**src/rtl/mux8x1_rr_arbiter.sv**
```systemverilog
// Round-robin arbiter and sequencer for an 8-lane mux: picks a requesting lane,
// captures its word and delivers it downstream over a valid/ready handshake.
module mux8x1_rr_arbiter #(
    parameter int WIDTH     = 8,
    parameter int BURST_MAX = 4
) (
    input  logic                 clk,
    input  logic                 rst,
    input  logic [7:0]           req,
    input  logic [8*WIDTH-1:0]   data_in,
    output logic [2:0]           select,
    output logic [WIDTH-1:0]     out_data,
    output logic                 out_valid,
    input  logic                 out_ready,
    output logic [7:0]           gnt
);
    localparam int CW = $clog2(BURST_MAX + 1);
    localparam logic [CW-1:0] BMAX = CW'(BURST_MAX);

    typedef enum logic {IDLE, SEND} state_t;

    state_t            state_q, state_d;
    logic [2:0]        last_q, last_d;
    logic [2:0]        select_q, select_d;
    logic [CW-1:0]     burst_cnt_q, burst_cnt_d;
    logic [WIDTH-1:0]  out_data_q, out_data_d;
    logic              out_valid_q, out_valid_d;

    logic [2:0]        scan_win;
    logic              lock;
    logic [2:0]        winner;

    // Rotating priority: last+1 first, last itself only after a full wrap.
    always_comb begin
        logic       found;
        logic [2:0] idx;
        scan_win = last_q;
        found    = 1'b0;
        idx      = last_q;
        for (int i = 1; i <= 8; i++) begin
            idx = last_q + 3'(i);
            if (!found && req[idx]) begin
                scan_win = idx;
                found    = 1'b1;
            end
        end
    end

    assign lock   = req[last_q] && (burst_cnt_q < BMAX);
    assign winner = lock ? last_q : scan_win;

    always_comb begin
        state_d     = state_q;
        last_d      = last_q;
        select_d    = select_q;
        burst_cnt_d = burst_cnt_q;
        out_data_d  = out_data_q;
        out_valid_d = out_valid_q;
        case (state_q)
            IDLE: begin
                if (|req) begin
                    state_d     = SEND;
                    out_valid_d = 1'b1;
                    select_d    = winner;
                    last_d      = winner;
                    out_data_d  = data_in[int'(winner)*WIDTH +: WIDTH];
                    burst_cnt_d = lock ? burst_cnt_q + CW'(1) : CW'(1);
                end
            end
            SEND: begin
                if (out_ready) begin
                    state_d     = IDLE;
                    out_valid_d = 1'b0;
                end
            end
            default: state_d = IDLE;
        endcase
    end

    always_ff @(posedge clk or posedge rst) begin
        if (rst) begin
            state_q     <= IDLE;
            last_q      <= 3'd7;
            select_q    <= 3'd0;
            burst_cnt_q <= BMAX;
            out_data_q  <= '0;
            out_valid_q <= 1'b0;
        end else begin
            state_q     <= state_d;
            last_q      <= last_d;
            select_q    <= select_d;
            burst_cnt_q <= burst_cnt_d;
            out_data_q  <= out_data_d;
            out_valid_q <= out_valid_d;
        end
    end

    assign select    = select_q;
    assign out_data  = out_data_q;
    assign out_valid = out_valid_q;
    assign gnt       = (out_valid_q && out_ready) ? (8'b1 << select_q) : 8'b0;

endmodule

```
**config.mk**
```make
export PLATFORM = sky130hd
export DESIGN_NAME = mux8x1_rr_arbiter
export DESIGN_NICKNAME = d
export VERILOG_FILES = /design/src/rtl/mux8x1_rr_arbiter.sv
export SDC_FILE = /design/constraint.sdc
export NUM_CORES = 1
export LEC_CHECK = 0
export CORE_MARGIN = 2
export CORE_UTILIZATION = 40
export DETAILED_ROUTE_END_ITERATION = 16
export MAX_ROUTING_LAYER = met4
export PLACE_DENSITY = 0.81
export RECOVER_POWER = 50
export SLEW_MARGIN = 20
export SYNTH_ARGS = -nofsm -noshare
export SYNTH_HDL_FRONTEND = slang
export SYNTH_SLANG_ARGS = --single-unit
```
**constraint.sdc**
```tcl
create_clock -name clk -period 4.7 [get_ports clk]
set_clock_uncertainty 0.15 [all_clocks]
set_input_delay 0.94 -clock clk [delete_from_list [all_inputs] [get_ports clk]]
set_output_delay 0.94 -clock clk [all_outputs]
set_load 0.01 [all_outputs]
```
# Word level (Yosys, flattened, before mapping)
# Index checks and enable logic that the tools add are counted.
# Widths: inputs -> output; s select.
totals:
  reg_bits: 19
  inputBits: 75
op_classes:
  n_addsub: 8
  order_cmp: 9
  eq_ne: 2
  shifts: 2
  mux: 40
  n_bitwise: 1
  reduce_logical: 19
op_table:
  columns: ["operator", "count"]
  rows:
  - ["$shiftx 64x7->8", 1]
  - ["$lt 3x4->1 const B", 8]
  - ["$mux 3", 10]
  - ["$bmux 1 s3", 8]
  - ["$mux 1", 19]
  - ["$add 3x3->3 const B", 4]
  - ["$logic_and 1x1->1", 9]
  - ["$mux 8", 1]
  - ["$reduce_or 8->1", 1]
  - ["$shl 1x3->8 const A", 1]
  - ["$logic_not 1->1", 7]
  - ["$add 3x1->3 const B", 2]
  - ["$add 3x2->3 const B", 2]
  - ["$ne 2x2->1 const B", 2]
  - ["$pmux 1 s2", 2]
  - ["$reduce_and 2->1", 2]
  - ["$lt 3x3->1 const B", 1]
  - ["$not 1->1", 1]

# Depth between registers and ports, before layout
# Gate-level depths: netlist of the first run.
logic_depth:
  word_depth: 27
  ltp_mapped: 18
  mapped_depth_nobuf: 11

# Worst setup path before layout of the first run
# No wires, ideal clock.
synth_path:
  path_kind: "reg-to-reg"
  start: "register last_q[1]"
  end: "register out_data_q[7], in the netlist out_data[7]"
  setup_time_ps: 126
  arrival_ps: 4064
  setup_slack_ps: 360
  path_stages_with_launch: 17
  n_path_buf: 5
  synth_period_minus_slack_ps: 4340
  cell_sequence: "dfstp_2 buf_2 buf_2 inv_1 ha_1 buf_4 mux2i_1 mux4_2 a22o_1 and4_1 o41a_1 buf_6 a21oi_4 buf_6 mux2i_1 mux2i_1 a221o_1"
synth_between:
  elab_chain_len: 27
  elab_cells_between_ends: 55
synth_lines:
  columns: ["item", "line_no", "rtl"]
  rows:
  - ["start: declaration", "23", "logic [2:0] last_q, last_d;"]
  - ["start signal: assignment", "90", "last_q <= last_d;"]
  - ["$add 3x1->3", "41", "idx = last_q + 3'(i);"]
  - ["$bmux 1 s3", "42", "if (!found && req[idx]) begin"]
  - ["$mux 1 (not written as such)", "42", null]
  - ["$mux 1", "42", null]
  - ["$logic_not 1->1", "42", null]
  - ["$logic_and 1x1->1", "42", null]
  - ["$mux 1", "42", null]
  - ["$logic_not 1->1", "42", null]
  - ["(+11 left out)", null, null]
  - ["$logic_not 1->1", "42", null]
  - ["$logic_and 1x1->1", "42", null]
  - ["$mux 1", "42", null]
  - ["$logic_not 1->1", "42", null]
  - ["$logic_and 1x1->1", "42", null]
  - ["$mux 3", "42", null]
  - ["$mux 3 (*)", "50", "assign winner = lock ? last_q : scan_win;"]
  - ["$shiftx 64x7->8 (*)", "66", "out_data_d = data_in[int'(winner)*WIDTH +: WIDTH];"]
  - ["end signal: assignment", "93", "out_data_q <= out_data_d;"]
  - ["end: declaration", "26", "logic [WIDTH-1:0] out_data_q, out_data_d;"]
# Mark *: on every way between the ends. The rest lies on a longest branch, timed or not. The select of a mux whose other input is x is not followed.
# A chain may end at the register's enable or synchronous reset.

# Worst setup path in the final report of the first run
layout_path:
  start: "register last_q[1]"
  end: "register out_data_q[3], in the netlist out_data[3]"
# Same word-level chain as after synthesis.

==> impl_results.md, run 1 <==
- Endpoints failing setup: 0
- Avg Cell Area, Syn: 9.117 µm²
- CTS resizes: 0
- First-pass GRT wire length: 11760 µm
- Run status: finished clean
- Vias per cell: 6.014
- Register area share after synthesis: 0.1959
- Hold Crit Class: flip-flop to flip-flop
- Largest net degree at the start of global routing: 26
- Post-Synth XOR/XNOR Area: 0.02398
- GPL Wtd Cong: 0.9639
- Crit path DAT: 4.56 ns
- Tcrit/Tclk final: 0.9595
- Worst-path maximum fanout: 17
- Post-synth design cell area: 0.002452 mm²
- FMAX: 221.7 MHz
- FP Rows: 28
- Commonest non-fill, non-tap cell in the layout: clkdlybuf4s50_1
- Avg WL per Cell: 18.49 µm
- Die Ht: 82.30 µm
- Final Max Slew Viols: 0
- Combinational power share: 0.854
- Area grow syn2layout: 42.35%
- DRT iter0 DRCs: 232
- Core Region: 0.005921 mm²
- Initial antenna violation count: 0
- Top_reg_cell synth: dfrtp_1
- Peak supply drop: 1.064 mV
- Die width: 82.30 µm
- LEAKAGE: 1.433 nW
- Dpl hpwl: 6312 µm
- Internal power: 1.502 mW
- Post-synthesis simple-gate area fraction: 0.1571
- Post-CTS Setup Inserts: 0
- CTS tree: yes
- Worst setup path class: flip-flop to flip-flop
- Ant diodes: 0
- Maximum buffer depth of the clock tree: 2
- Number of flops mapped to enable cells by yosys: 0
- Tot Pwr: 3.100 mW
- Fin Hold WS: 0.3396 ns
- Via count: 2616
- Post-synthesis mux area share: 0.2510
- Antenna Violating Nets Remaining: 0
- Fill cells: 507
- GR Util All Layers: 0.2315
- Switching share of power: 0.5154
- RSZ-0062 raised after global routing: false
- Die ar.: 0.006773 mm²
- Post-synthesis adder-cell area fraction: 0.01531
- Largest family of logic cells by synthesized area: compound AO/OA/AOI/OAI gates
- Routed WL: 8045 µm
- Max-Cap Viols: 0
- Minimum clock period: 4.510 ns
- Most frequent cells in the layout: clkdlybuf4s50_1 (84), mux2i_1 (39), nand2_1 (29)
- Reg power frac: 0.107
- Fin. Hold Viols: 0
- Mapped Cells: 269
- Initial Utilization: 0.4142
- Clock power share: 0.039
- Cell area after layout: 0.003491 mm²
- Worst-path clk slew: 0.08 ns
- CTS Buf Count: 3
- #FFs+latches synth: 19
- Syn Nets: 347
- # H-tree levels: 1
- Distinct cells, synth: 57
- Worst Setup Start Kind: flip-flop
- Asr flop ratio synth: 1.000
- Vias in the first global route: 2364
- Yosys warnings: 0
- Max-slew headroom: 0.4966
- Worst EP required: 4.75 ns
- IO Count: 95
- Port bufs: 94
- NetSw: 1.598 mW
- Net count, final: 439
- Area fraction in compound gates after synthesis: 0.2719
- Dpl cell area: 0.003442 mm²
- Hold buffers post-CTS: 0
- Worst-skew pair later-pin latency: 0.26 ns
- Layout cells sized above 1: 0.1389
- GR Overflow Total: 0
- Drc violations: 0
- Worst setup EP type: flip-flop
- Dpl cells: 431
- TNS Setup: 0 ns
- Worst-margin pin slew: 0.7543 ns
- Fin cells: 435
- Clock Sinks: 19
- DR pass1 iterations: 4
- Root buffer cell: clkbuf_8
- PwrDens: 888.0 mW/mm²
## power groups by stage
stage / Sequential [mW] / Clock [mW] / Combinational [mW]
finish: 0.333 / 0.120 / 2.65
global route: 0.344 / 0.129 / 2.83
CTS: 0.331 / 0.120 / 2.63
detailed placement: 0.333 / 0 / 2.61
global placement: 0.329 / 0 / 2.57
floorplan: 0.323 / 0 / 2.10
## cells in the mapped netlist, types with 2 or more instances
library cell	n	area share
nor3_1	4	0.0082
buf_6	6	0.028
a221oi_1	7	0.025
a211oi_1	8	0.024
inv_2	2	0.0031
a22oi_2	2	0.010
inv_1	14	0.021
nand2b_1	6	0.015
mux2_2	4	0.018
o22ai_1	2	0.0051
a221oi_2	2	0.012
mux2i_1	39	0.16
buf_2	7	0.014
ha_1	3	0.015
a31oi_1	2	0.0051
nand4_1	2	0.0051
a311oi_1	7	0.025
o21a_1	2	0.0061
dfstp_2	4	0.043
buf_4	3	0.0092
nand3_1	12	0.024
o211ai_1	4	0.012
a22o_1	4	0.014
o21ai_0	4	0.0082
nor2_1	13	0.020
nand2_1	29	0.044
o31ai_1	2	0.0061
clkbuf_1	2	0.0031
dfrtp_1	15	0.15
a21oi_1	12	0.024
nor4_1	2	0.0051
a221o_1	9	0.037
xnor2_1	2	0.0071
o221ai_1	3	0.011
mux4_2	8	0.073
## worst paths after layout
| path | cells after the start | slack (ns) | to | from |
|---|---|---|---|---|
| setup / recovery | 11 | 0.19 | out_data[3]$_DFFE_PP0P_ | last_q[1]$_DFFE_PP1P_ |
| hold / removal | 2 | 0.34 | burst_cnt_q[1]$_DFFE_PP0P_ | burst_cnt_q[1]$_DFFE_PP0P_ |
| setup reg to reg | 11 | 0.19 | out_data[3]$_DFFE_PP0P_ | last_q[1]$_DFFE_PP1P_ |
| hold reg to reg | 2 | 0.34 | burst_cnt_q[1]$_DFFE_PP0P_ | burst_cnt_q[1]$_DFFE_PP0P_ |
| max in group asynchronous | 2 | 2.81 | out_data[1]$_DFFE_PP0P_ | rst |
| min in group asynchronous | 2 | 1.12 | burst_cnt_q[0]$_DFFE_PP0P_ | rst |
## registers in the layout (all words and copies together), names as in the netlist
signal and flops:
burst_cnt_q 3, last_q 3, out_data 8, out_valid 1
select 3, state_q 1
## logic make-up after synthesis
| logic type | after synthesis |
|---|---|
| xor gates and xnor gates | 5 |
| DFF | 19 |
| adders and majority gates | 3 |
| AOI/OAI and AO/OA | 79 |
| muxes | 51 |
| buffers and inverters | 35 |
| and+or+nand+nor | 77 |
## metal layers
metal,share of wire,up-vias,GRT usage
li1,-,1232,-
met1,0.41,1282,0.3202
met2,0.52,98,0.3758
met3,0.068,4,0.03370
met4,0.0031,0,0.01833
met5,0,-,-
## metrics by stage
| stage | setup slack [ns] | util |
|---|---|---|
| final | 0.1901 | 0.5896 |
| after global routing | 0.008240 | 0.5896 |
| after CTS | 0.2648 | 0.5896 |
| after detailed placement | 0.06925 | 0.5814 |
| after global placement | 0.1616 | 0.5814 |
| after floorplan | 0.3600 | - |
## worst max-delay path, stage by stage (launching register included)
cell and delay [ns]:
dfstp_2 0.53, inv_1 0.09, ha_1 0.70, mux2i_1 0.21, mux4_2 0.56, a22oi_2 0.30, o31ai_1 0.19, a221oi_4 0.37
a21o_1 0.51, a221oi_1 0.17, a311oi_1 0.49, a221o_1 0.18
## cell type report
class	count	area [µm²]	area share
inverters	16	60.06	0.01720
well taps	75	93.84	0.02688
repair buffers	106	1044	0.2989
clock buffers	3	41.29	0.01183
flip-flops and latches	19	480.5	0.1376
multi-input cells	215	1764	0.5054
clock inverters	1	7.507	0.002151
(Power assumes the default switching activity.)
==> inputs of run 2 (changes only) <==
--- a/config.mk
+++ b/config.mk
@@ -11,6 +11,7 @@
 export MAX_ROUTING_LAYER = met4
 export PLACE_DENSITY = 0.81
 export RECOVER_POWER = 50
+export REMOVE_ABC_BUFFERS = 1
 export SLEW_MARGIN = 20
 export SYNTH_ARGS = -nofsm -noshare
 export SYNTH_HDL_FRONTEND = slang
==> run 2 against run 1 <==
Critical path depth unchanged. Setup slack improved by 0.15 ns. Clock power about the same. Sequential power decreased by 2%. Critical path type unchanged. Highest routed layer unchanged.
==> impl_results.md, run 2 (synthesis results as in run 1) <==
- LEAKAGE: 1.424 nW (-0.61%)
- IO Count: 95 (unchanged)
- CTS Buf Count: 3 (unchanged)
- Initial Utilization: 0.4142 (unchanged)
- Run status: finished clean
- Multi-input gate area: 0.001765 mm² (about the same)
- CP delay by family, top: simple AND/OR/NAND/NOR gates
- FP Rows: 28 (unchanged)
- Peak supply drop: 0.6863 mV (-35%)
- RSZ-0062 raised after global routing: false
- Worst Setup Start Kind: flip-flop
- Storage cell area: 480.5 µm² (unchanged)
- First-pass GRT wire length: 11640 µm (-1.1%)
- Worst-skew pair later-pin latency: 0.26 ns (about the same)
- Worst setup path class: flip-flop to flip-flop
- Largest net degree at the start of global routing: 26 (unchanged)
- Maximum buffer depth of the clock tree: 2 (unchanged)
- Dpl hpwl: 6090 µm (-3.5%)
- Core Region: 0.005921 mm² (unchanged)
- Drc violations: 0 (unchanged)
- Ant diodes: 0 (unchanged)
- Layout cells sized above 1: 0.1341 (-0.004811)
- DP Worst Slack: 0.1189 ns (+0.04966 ns)
- Commonest non-fill, non-tap cell in the layout: clkdlybuf4s50_1
- Vias per cell: 6.002 (-0.19%)
- Minimum clock period: 4.363 ns (-0.1472 ns)
- Antenna Violating Nets Remaining: 0 (unchanged)
- Hold Crit Class: flip-flop to flip-flop
- Slowest CP cell: ha_1
- Fill cells: 506 (-0.20%)
- Crit path DAT: 4.36 ns (-0.20 ns)
- DRT iter0 DRCs: 112 (-52%)
- CP bufs+invs: 1 (unchanged)
- Most frequent cells in the layout: clkdlybuf4s50_1 (83), mux2i_1 (39), nand2_1 (29)
- Die ar.: 0.006773 mm² (unchanged)
- Worst-path cell chain: inv_1, ha_1, mux2i_1, nand2_1, a221oi_2, nand4_1, nor3b_2, or3_1, and2_4, mux2i_1, a221o_1
- Max reg flops: 8 (unchanged)
- Die width: 82.30 µm (unchanged)
- Worst setup margin: 0.3374 ns (+0.1472 ns)
- Max-slew headroom: 0.5133 (+0.01672)
- # H-tree levels: 1 (unchanged)
- Fin. Hold Viols: 0 (unchanged)
- Vias in the first global route: 2472 (+4.6%)
- Post-CTS Setup Inserts: 0 (unchanged)
- Via count: 2599 (-0.65%)
- Worst-path maximum fanout: 17 (unchanged)
- Clock Sinks: 19 (unchanged)
- Die Ht: 82.30 µm (unchanged)
- CTS tree: yes
- PwrDens: 867.3 mW/mm² (-2.3%)
- Worst-margin pin slew: 0.7300 ns (-0.02426 ns)
- Dpl cells: 429 (-0.46%)
- DR pass1 iterations: 5 (+1)
- Worst setup EP type: flip-flop
- GPL Wtd Cong: 1.008 (+4.5%)
- CP dominant cell by count: mux2i_1
- TNS Setup: 0 ns (unchanged)
- Port bufs: 94 (unchanged)
- Initial antenna violation count: 0 (unchanged)
- Avg WL per Cell: 17.81 µm (-3.7%)
- Root buffer cell: clkbuf_8
- Final Max Slew Viols: 0 (unchanged)
- GR Util All Layers: 0.2255 (-0.006037)
- Fin cells: 433 (-0.46%)
- Worst-path clk slew: 0.08 ns (about the same)
- Max-Cap Viols: 0 (unchanged)
- FMAX: 229.2 MHz (+3.4%)
- Routed WL: 7711 µm (-4.2%)
- GR Overflow Total: 0 (unchanged)
- Endpoints failing setup: 0 (unchanged)
- Tcrit/Tclk final: 0.9282 (-0.03132)
- Area grow syn2layout: 41.63%
- Worst EP required: 4.70 ns (-0.05 ns)
- Net count, final: 437 (-0.46%)
- Slowest stage delay, CP: 0.66 ns (-0.04 ns)
run 2: changes by cell type in the layout (fill, tap and decap cells not counted), sizes merged:
cell,before,now
buf,12,10
clkinvlp,1,0
clkdlybuf4s50,84,83
clkbuf,3,4
dlygate4sd3,10,11
run 2: final cells by class:
cell class	instances	share of cell area
well taps	75	0.02702
inverters	16	0.01729
multi-input cells	215	0.5083
flip-flops and latches	19	0.1383
repair buffers	104	0.2961
clock buffers	4	0.01297
run 2: path summary, 6_finish.rpt:
| kind | from | endpoint | slack [ns] | depth (start not counted) |
|---|---|---|---|---|
| max in group asynchronous | rst | burst_cnt_q[1]$_DFFE_PP0P_ | 2.85 | 2 |
| worst max register to register | last_q[1]$_DFFE_PP1P_ | out_data[7]$_DFFE_PP0P_ | 0.34 | 11 |
| worst min-delay path | burst_cnt_q[2]$_DFFE_PP1P_ | burst_cnt_q[2]$_DFFE_PP1P_ | 0.31 | 2 |
| min in group asynchronous | rst | out_data[2]$_DFFE_PP0P_ | 1.08 | 2 |
| worst min register to register | burst_cnt_q[2]$_DFFE_PP1P_ | burst_cnt_q[2]$_DFFE_PP1P_ | 0.31 | 2 |
| worst max-delay path | last_q[1]$_DFFE_PP1P_ | out_data[7]$_DFFE_PP0P_ | 0.34 | 11 |
run 2: per-layer routing:
metal,GRT usage,up-vias,share of wire
met5,-,-,0
li1,-,1230,-
met2,0.3782,97,0.50
met4,0.07333,0,0.024
met3,0.03152,14,0.055
met1,0.2796,1258,0.42
run 2: report_power, final:
| part | internal [mW] | switching [mW] | leakage [nW] | total [mW] |
|---|---|---|---|---|
| sequential | 0.252 | 0.0747 | 0.222 | 0.326 |
| combinational | 1.17 | 1.40 | 1.18 | 2.57 |
| clock | 0.0604 | 0.0575 | 0.0228 | 0.118 |
| total | 1.48 | 1.53 | 1.42 | 3.01 |
run 2: per-stage QoR:
stage / cell area [µm²] / utilization / total power [mW] / hold WS (ns)
2_1_floorplan: 2305 / - / 2.167 / 0.2845
3_3_place_gp: 3427 / 0.5788 / 2.814 / 0.2930
3_5_place_dp: 3427 / 0.5788 / 2.881 / 0.3025
4_1_cts: 3472 / 0.5864 / 3.008 / 0.3158
5_1_grt: 3473 / 0.5866 / 3.239 / 0.3300
6_report: 3473 / 0.5866 / 3.012 / 0.3128
run 2: repair_timing:
| action | CTS | global route |
|---|---|---|
| setup endpoints to repair | 0 | 8 |
| hold buffers | 0 | 0 |
| resized for setup | 0 | 1 |
run 2: tightest hold or removal path, cell delays in order, from the launching register on:
cell,delay (ns)
dfstp_2,0.37
nand2_1,0.05
nand2_1,0.04
==> inputs of run 3 (changes only) <==
--- a/config.mk
+++ b/config.mk
@@ -5,11 +5,13 @@
 export SDC_FILE = /design/constraint.sdc
 export NUM_CORES = 1
 export LEC_CHECK = 0
+export CELL_PAD_IN_SITES_DETAIL_PLACEMENT = 2
+export CELL_PAD_IN_SITES_GLOBAL_PLACEMENT = 2
 export CORE_MARGIN = 2
-export CORE_UTILIZATION = 40
+export CORE_UTILIZATION = 26
 export DETAILED_ROUTE_END_ITERATION = 16
 export MAX_ROUTING_LAYER = met4
-export PLACE_DENSITY = 0.81
+export PLACE_DENSITY = 0.89
 export RECOVER_POWER = 50
 export REMOVE_ABC_BUFFERS = 1
 export SLEW_MARGIN = 20
==> run 3 against run 2 <==
Core utilization is 20 points lower. Combinational power grew 8.2%. Sequential power rose by 2%. Worst hold slack gained 0.014 ns. Wire length increased by 34%. Via count rose by 3.0%. Sequential share of layout area decreased by 0.31 points. Final area is 2.3% higher. Cell count up 9.2%. Sequential cell count did not move.
==> impl_results.md, run 3 (synthesis results as in run 1) <==
- Post-CTS Setup Inserts: 0 (unchanged)
- Fill cells: 1017 (+100%)
- Core Region: 0.009196 mm² (+55%)
- Worst setup path class: input pin to flip-flop
- Largest net degree at the start of global routing: 26 (unchanged)
- Fin. Hold Viols: 0 (unchanged)
- Hold Crit Class: flip-flop to flip-flop
- RSZ-0062 raised after global routing: false
- CTS tree: yes
- Vias per cell: 5.660 (-5.7%)
- GR Overflow Total: 0 (unchanged)
- Fin cells: 473 (+9.2%)
- Root buffer cell: clkbuf_8
- Tot Pwr: 3.231 mW (+7.3%)
- Drc violations: 0 (unchanged)
- Worst-path clk slew: 0.08 ns (about the same)
- Worst-path maximum fanout: 17 (unchanged)
- Net count, final: 441 (+0.92%)
- Port bufs: 94 (unchanged)
- FMAX: 224.8 MHz (-1.9%)
- Area grow syn2layout: 44.85%
- GR Util All Layers: 0.2125 (-0.01297)
- CTS Buf Count: 3 (unchanged)
- Die width: 101.1 µm (+23%)
- Tcrit/Tclk final: 0.9466 (+0.01838)
- Vias in the first global route: 3005 (+22%)
- Initial Utilization: 0.2667 (-0.1475)
- Crit path DAT: 4.45 ns (+0.09 ns)
- Peak supply drop: 0.4540 mV (-34%)
- Via count: 2677 (+3.0%)
- Worst-margin pin slew: 0.7959 ns (+0.06591 ns)
- Cell area after layout: 0.003552 mm² (+2.3%)
- DR pass1 iterations: 4 (-1)
- Antenna Violating Nets Remaining: 0 (unchanged)
- Worst EP required: 4.70 ns (about the same)
- PwrDens: 909.6 mW/mm² (+4.9%)
- Dpl cells: 469 (+9.3%)
- Final Max Slew Viols: 0 (unchanged)
- Most frequent cells in the layout: clkdlybuf4s50_1 (83), mux2i_1 (39), nand2_1 (29)
- Ant diodes: 0 (unchanged)
- FP Rows: 35 (+25%)
- Dpl cell area: 0.003502 mm² (+2.2%)
- Max-slew headroom: 0.4688 (-0.04452)
- GPL Wtd Cong: 0.8619 (-14%)
- Max reg flops: 8 (unchanged)
- Routed WL: 10330 µm (+34%)
- Avg WL per Cell: 21.85 µm (+23%)
- Layout cells sized above 1: 0.1492 (+0.01509)
- First-pass GRT wire length: 16400 µm (+41%)
- Worst setup EP type: flip-flop
- Cells on worst reg2reg path: 11 (unchanged)
- Worst-skew pair later-pin latency: 0.26 ns (about the same)
- IO Count: 95 (unchanged)
- Initial antenna violation count: 0 (unchanged)
- Minimum clock period: 4.449 ns (+0.08639 ns)
- Run status: finished clean
- WHS Path Cells: 2 (unchanged)
- Maximum buffer depth of the clock tree: 2 (unchanged)
- # H-tree levels: 1 (unchanged)
- Die ar.: 0.01023 mm² (+51%)
- Commonest non-fill, non-tap cell in the layout: clkdlybuf4s50_1
- Die Ht: 101.1 µm (+23%)
- Worst Setup Start Kind: input pin
- Clock Sinks: 19 (unchanged)
- Endpoints failing setup: 0 (unchanged)
- LEAKAGE: 1.444 nW (+1.3%)
- DRT iter0 DRCs: 192 (+71%)
- Max-Cap Viols: 0 (unchanged)
- Dpl hpwl: 8356 µm (+37%)
==> run 3: changes by cell type in the layout (fill, tap and decap cells not counted) <==
| cell | delta |
|---|---|
| ha_2 | +1 |
| clkinv_2 | +1 |
| ha_1 | -1 |
| buf_4 | +4 |
| clkbuf_1 | -1 |
==> run 3: worst max-delay path: stages <==
cell	delay [ns]
clkdlybuf4s50_1	0.65
mux2i_1	0.15
mux4_2	0.56
a22o_1	0.29
and4_1	0.19
o41a_1	0.52
a21o_2	0.35
a221oi_1	0.40
a311oi_1	0.11
a221o_1	0.28
==> run 3: through the flow <==
| stage | util | setup slack, ns | hold WS [ns] | TNS, ns |
|---|---|---|---|---|
| 4_1_cts | 0.3859 | 0.2033 | 0.3379 | 0 |
| 3_3_place_gp | 0.3808 | 0.1802 | 0.2957 | 0 |
| 6_report | 0.3863 | 0.2510 | 0.3268 | 0 |
| 5_1_grt | 0.3863 | 0.08680 | 0.3561 | 0 |
| 2_1_floorplan | - | 0.08742 | 0.2845 | 0 |
| 3_5_place_dp | 0.3808 | -0.04336 | 0.3195 | -0.08021 |
==> run 3: worst paths after layout <==
path	startpoint	end	slack (ns)
setup / recovery	req[3]	out_data[1]$_DFFE_PP0P_	0.25
hold / removal	burst_cnt_q[2]$_DFFE_PP1P_	burst_cnt_q[2]$_DFFE_PP1P_	0.33
setup reg to reg	last_q[1]$_DFFE_PP1P_	out_data[3]$_DFFE_PP0P_	0.35
hold reg to reg	burst_cnt_q[2]$_DFFE_PP1P_	burst_cnt_q[2]$_DFFE_PP1P_	0.33
max in group asynchronous	rst	out_valid$_DFFE_PP0P_	2.79
min in group asynchronous	rst	out_data[4]$_DFFE_PP0P_	1.11
==> run 3: area by class of cell <==
class,instances,area [µm²],share of cell area
Multi-Input combinational cell,215,1768,0.4977
Tap cell,111,138.9,0.03910
Timing Repair Buffer,108,1059,0.2980
Inverter,16,60.06,0.01691
Clock inverter,1,5.005,0.001409
Sequential cell,19,480.5,0.1353
Clock buffer,3,41.29,0.01162
==> run 3: where the power goes <==
part | internal, mW | leakage (nW) | switching (mW)
combinational | 1.21 | 1.20 | 1.57
clock | 0.0591 | 0.0255 | 0.0620
sequential | 0.252 | 0.222 | 0.0820
total | 1.52 | 1.44 | 1.71
==> run 3: repair_timing <==
item / in CTS / in global routing
resized for setup: 0 / 2
endpoints found under the setup margin: 0 / 4
hold buffers: 0 / 0
==> run 3: metal layers <==
layer	global-route usage	routed length [µm]	up-vias
met3	0.02150	370	18
met5	-	0	-
met1	0.2516	4040	1345
li1	-	-	1234
met4	0.06237	172	0
met2	0.3795	5750	80
